--- src/rtl/tune_loader_pkg.sv ---
// Shared types and constants for the tune_loader command-frame parser.
// Build macro TUNE_LOADER_CKSUM_EN adds a trailing checksum byte (CKS state).
package tune_loader_pkg;

`ifdef TUNE_LOADER_CKSUM_EN
  typedef enum logic [2:0] {IDLE, CMD, LO, HI, CKS, WR_F, WR_R} state_e;
  localparam int FRAME_LEN = 5;
`else
  typedef enum logic [2:0] {IDLE, CMD, LO, HI, WR_F, WR_R} state_e;
  localparam int FRAME_LEN = 4;
`endif

  localparam logic [7:0] DEF_HEADER   = 8'hA5;
  localparam logic [7:0] DEF_CMD_TUNE = 8'h01;
  localparam logic [7:0] DEF_CMD_RUN  = 8'h02;
  localparam logic [7:0] DEF_CMD_HALT = 8'h03;

  function automatic logic [7:0] frame_cks(input logic [7:0] cmd,
                                           input logic [7:0] lo,
                                           input logic [7:0] hi);
    return cmd ^ lo ^ hi;
  endfunction

endpackage

--- src/rtl/tune_loader.sv ---
// Byte-stream frame parser that loads a 16-bit tuning word into a phase accumulator.
// Build macro TUNE_LOADER_CKSUM_EN requires a fifth checksum byte per frame.
module tune_loader
  import tune_loader_pkg::*;
#(
  parameter logic [7:0] HEADER   = DEF_HEADER,
  parameter logic [7:0] CMD_TUNE = DEF_CMD_TUNE,
  parameter logic [7:0] CMD_RUN  = DEF_CMD_RUN,
  parameter logic [7:0] CMD_HALT = DEF_CMD_HALT
) (
  input  logic       clk,
  input  logic       rst,
  input  logic       in_valid,
  input  logic [7:0] in_byte,
  output logic       in_ready,
  output logic [7:0] data,
  output logic       wr_divf,
  output logic       wr_divr,
  output logic       en,
  output logic       busy,
  output logic       err
);

  state_e     r_state, w_state_next;
  logic [7:0] r_cmd, r_lo, r_hi;
  logic       r_en, r_err;
  logic       w_en_next, w_err_next, w_accept, w_eval, w_writing;

  assign w_writing = (r_state == WR_F) || (r_state == WR_R);
  assign in_ready  = !w_writing;
  assign w_accept  = in_valid && in_ready;
  assign busy      = (r_state != IDLE);
  // The accumulator is frozen while its increment is half-written; r_en keeps the pre-frame value.
  assign en        = r_en && !w_writing;
  assign err       = r_err;

  always_comb begin
    // NOTE: every signal driven here gets a default first, so no path can infer a latch.
    w_state_next = r_state;
    w_eval       = 1'b0;
    w_err_next   = 1'b0;
    w_en_next    = r_en;
    data         = '0;
    wr_divf      = 1'b0;
    wr_divr      = 1'b0;

    case (r_state)
      IDLE: if (w_accept && in_byte == HEADER) w_state_next = CMD;
      CMD:  if (w_accept) w_state_next = LO;
      LO:   if (w_accept) w_state_next = HI;
`ifdef TUNE_LOADER_CKSUM_EN
      HI:   if (w_accept) w_state_next = CKS;
      CKS: begin
        if (w_accept) begin
          if (in_byte == frame_cks(r_cmd, r_lo, r_hi)) begin
            w_eval = 1'b1;
          end else begin
            w_err_next   = 1'b1;
            w_state_next = IDLE;
          end
        end
      end
`else
      HI:   if (w_accept) w_eval = 1'b1;
`endif
      WR_F: begin
        data         = r_lo;
        wr_divf      = 1'b1;
        w_state_next = WR_R;
      end
      WR_R: begin
        data         = r_hi;
        wr_divr      = 1'b1;
        w_state_next = IDLE;
      end
      default: w_state_next = IDLE;
    endcase

    // Last byte of a good frame: dispatch on the latched command.
    if (w_eval) begin
      w_state_next = IDLE;
      if (r_cmd == CMD_TUNE)      w_state_next = WR_F;
      else if (r_cmd == CMD_RUN)  w_en_next    = 1'b1;
      else if (r_cmd == CMD_HALT) w_en_next    = 1'b0;
      else                        w_err_next   = 1'b1;
    end
  end

  always_ff @(posedge clk) begin
    // NOTE: registers use non-blocking assignments so all of them sample pre-edge values.
    if (rst) begin
      r_state <= IDLE;
      r_en    <= 1'b0;
      r_err   <= 1'b0;
      // NOTE: payload registers are cleared too, so an aborted frame never leaks into a later write.
      r_cmd   <= '0;
      r_lo    <= '0;
      r_hi    <= '0;
    end else begin
      r_state <= w_state_next;
      r_en    <= w_en_next;
      r_err   <= w_err_next;
      if (w_accept) begin
        case (r_state)
          CMD:     r_cmd <= in_byte;
          LO:      r_lo  <= in_byte;
          HI:      r_hi  <= in_byte;
          default: ;
        endcase
      end
    end
  end

endmodule

--- config.mk ---
export PLATFORM = sky130hd
export DESIGN_NAME = tune_loader
export DESIGN_NICKNAME = d
export VERILOG_FILES = /design/src/rtl/tune_loader_pkg.sv /design/src/rtl/tune_loader.sv
export SDC_FILE = /design/constraint.sdc
export NUM_CORES = 1
export LEC_CHECK = 0
export ABC_CLOCK_PERIOD_IN_PS = 3200
export BUFFER_PORTS_ARGS = -buffer_cell sky130_fd_sc_hd__buf_2
export CORE_UTILIZATION = 45
export CTS_CLUSTER_DIAMETER = 200
export DETAILED_ROUTE_END_ITERATION = 8
export GPL_TIMING_DRIVEN = 0
export PLACE_DENSITY = 0.68
export SLEW_MARGIN = 20
export SYNTH_ARGS = -nofsm -noshare
export SYNTH_HDL_FRONTEND = slang
export SYNTH_SLANG_ARGS = --single-unit
--- constraint.sdc ---
create_clock -name clk -period 3.2 [get_ports clk]
set_input_delay 0.32 -clock clk [delete_from_list [all_inputs] [get_ports clk]]
set_output_delay 0.32 -clock clk [all_outputs]
set_load 0.05 [all_outputs]
==> metrics.md <==
| Metric | Value |
|---|---|
| Synthesized area | `1330 sq um` |
| Final Hold Viols | `0` |
| Final non-filler cell total | `206` |
| Final Critical Period | `1.98 ns` |
| Final count of pins violating max slew | `0` |
| Max cap viols | `0` |
| R2R depth | `4` |
| Ys flop type | `dfxtp_1` |
| Drt wl/cell | `14.1 um` |
| Area contributors post-synth | `dfxtp_1, mux2i_1, nor2_1, nand2_1, a21oi_1` |
| Reg-to-Reg End | `r_state[2]` |
| Via count | `1110` |
| Via-to-Cell Ratio | `5.39` |
| Gpl congestion | `0.772` |
| Setup crit end kind | `output port` |
| Post-CTS Setup Inserts | `0` |
| Sequential share of the synthesized area | `43.6%` |
| Final WL | `2910 um` |
| Share of the clock period used by the worst path | `62.0%` |
| Post-synth top area cell | `dfxtp_1` |
| Avg Synthesized Cell Area | `9.18 sq um` |
| Cell Pwr Density | `396 nW/um^2` |
| Clock skew | `0.00562 ns` |
| Iteration-0 DRC Markers | `50` |
| Lkg Pwr | `0.576 nW` |
| Cts repair resizes | `0` |
| CTS clk-pin slew, worst paths | `0.09 ns` |
| H-tree levels | `2` |
| CP required | `2.88 ns` |
| Hold_sp | `rst` |
| Share of cells above drive strength 1 | `24.0%` |
| WS Path Type | `reg -> out` |
| # rows | `19` |
| Vias in the first global route | `1089` |
| Startpoint Class | `flip-flop` |
| Sink Count | `29` |
| Synth top area share | `43.6%` |
| Max rail drop VDD | `0.000306 V` |
| Max clock buf depth | `2` |
| CP max FO | `10` |
| Worst slew margin | `62.1%` |
| Initial antenna violation count | `0` |
| Fillers | `265` |
| RSZ-0062 raised after global routing | `no` |
| CTS tree | `yes` |
| Worst min path class | `in -> reg` |
| Crit path from | `r_state[1]` |
| Cts bufs inserted | `5` |
| Area growth syn-to-layout | `15.7%` |
| CTS root buf | `clkbuf_4` |
| Skew-Pair Late Insertion Delay | `0.33 ns` |
| Diode count | `0` |
| Total gr overflow | `0` |
| Status | `completed` |
| Largest net degree at the start of global routing | `11` |
| Total power | `0.611 mW` |
| Die extent in x | `56.4 um` |
| Syn Inst Count | `145` |
| YS warnings | `0` |
| Reg-to-Reg Start | `r_state[2]` |
| Setup TNS | `0 ns` |
| Wire length of the first global-routing pass | `5070 um` |
| Least-Margin Pin Slew | `0.561 ns` |
| Final setup fails | `0` |
| Port bufs | `23` |
| Tot GR Track Use | `21.3%` |
| Async SR Flop Fraction | `0%` |
| Distinct cells, synth | `29` |
| Syn_nets | `156` |
| Post-DP HPWL | `2100 um` |
| CP endpoint | `in_ready` |
| Worst EP arrival | `1.66 ns` |
| Final net count | `186` |
| Fmax achieved | `504 MHz` |
| Initial Utilization | `47.9%` |
| Final ANT Viol Nets | `0` |
| Full die area | `3180 sq um` |
| R2R Setup Slk | `1.79 ns` |
| Finished Core Util | `55.4%` |
| Yosys reg bits | `29` |
| Core area | `2780 sq um` |
| DRC viols | `0` |
| # hold bufs at CTS | `0` |
| Placed cells | `199` |
| EDFF count, synth | `0` |
| I/O Pins | `25` |
| Initial DRT Pass Iterations | `4` |
| Die Y | `56.4 um` |
[how the worst min path moves through the flow]
stage	to	depth (start not counted)
6_report	r_state[2]	2
5_1_grt	r_state[2]	2
4_1_cts	r_state[2]	2
3_5_place_dp	r_hi[1]	2
3_3_place_gp	r_hi[1]	2
2_1_floorplan	r_state[2]	1
[layout by cell type, fill, tap and decap left out, types with 3 or more instances in the layout]
cell type	n
dfxtp_1	29
a21oi_1	10
mux2i_1	24
nor2_1	27
nor3_1	3
clkbuf_1	5
clkbuf_4	5
nand2_1	17
buf_2	25
buf_4	4
[critical path, cell delays in order, from the launching register on]
cell and delay [ns]:
dfxtp_1 0.32, buf_4 0.13, nand2b_1 0.14, clkbuf_1 0.39
buf_2 0.35
[metal layers]
layer  vias to the layer above  GRT usage, %  wire length [um]
met5                         -             0                 0
li1                        554             -                 -
met2                        29          35.0              1440
met3                         6          7.83               160
met4                         0          7.32                45
met1                       521          25.6              1260
[final cells by class]
class                           instances  area, sq um  share of cell area, %
Multi-Input combinational cell        103          677                   43.9
Sequential cell                        29          581                   37.7
Timing Repair Buffer                   23          115                   7.47
Buffer                                 11         66.3                   4.31
Clock buffer                            7         55.1                   3.57
Tap cell                               31         38.8                   2.52
Inverter                                2         7.51                  0.487
[metrics by stage]
stage	hold WS, ns	worst slack [ns]	area (sq um)
final	0.168	1.22	1540
after global placement	0.442	1.58	1490
after global routing	0.147	1.09	1540
after floorplan	0.396	1.14	1330
after CTS	0.160	1.20	1540
after detailed placement	0.448	1.57	1490
[where the power goes]
group          switching, mW  internal, mW
clock                  0.123         0.103
sequential         0.0000852         0.361
combinational         0.0159       0.00783
total                  0.139         0.472
[flip-flops by register name (all words and copies together) (netlist names)]
signal and cells:
r_lo 8, err 1, r_state 3, r_cmd 8, r_hi 8, r_en 1
[synth_stat cells (2+ instances only)]
cell type,instances
a21oi_1,10
and4b_1,2
nor3b_1,2
nand2_1,17
nor2_1,27
clkbuf_1,4
inv_1,2
buf_4,4
nand2b_1,2
mux2i_1,24
buf_2,2
nor3_1,3
and4bb_2,2
dfxtp_1,29
[logic make-up after synthesis]
kind of cell	Yosys count	share of synthesized area, %
AND/OR/NAND/NOR	64	25.2
flip-flops	29	43.6
multiplexers	24	18.0
AO/OA/AOI/OAI	14	6.95
buffers and inverters	13	5.55
XOR/XNOR	1	0.658
Power figures use the tool's default switching activity.
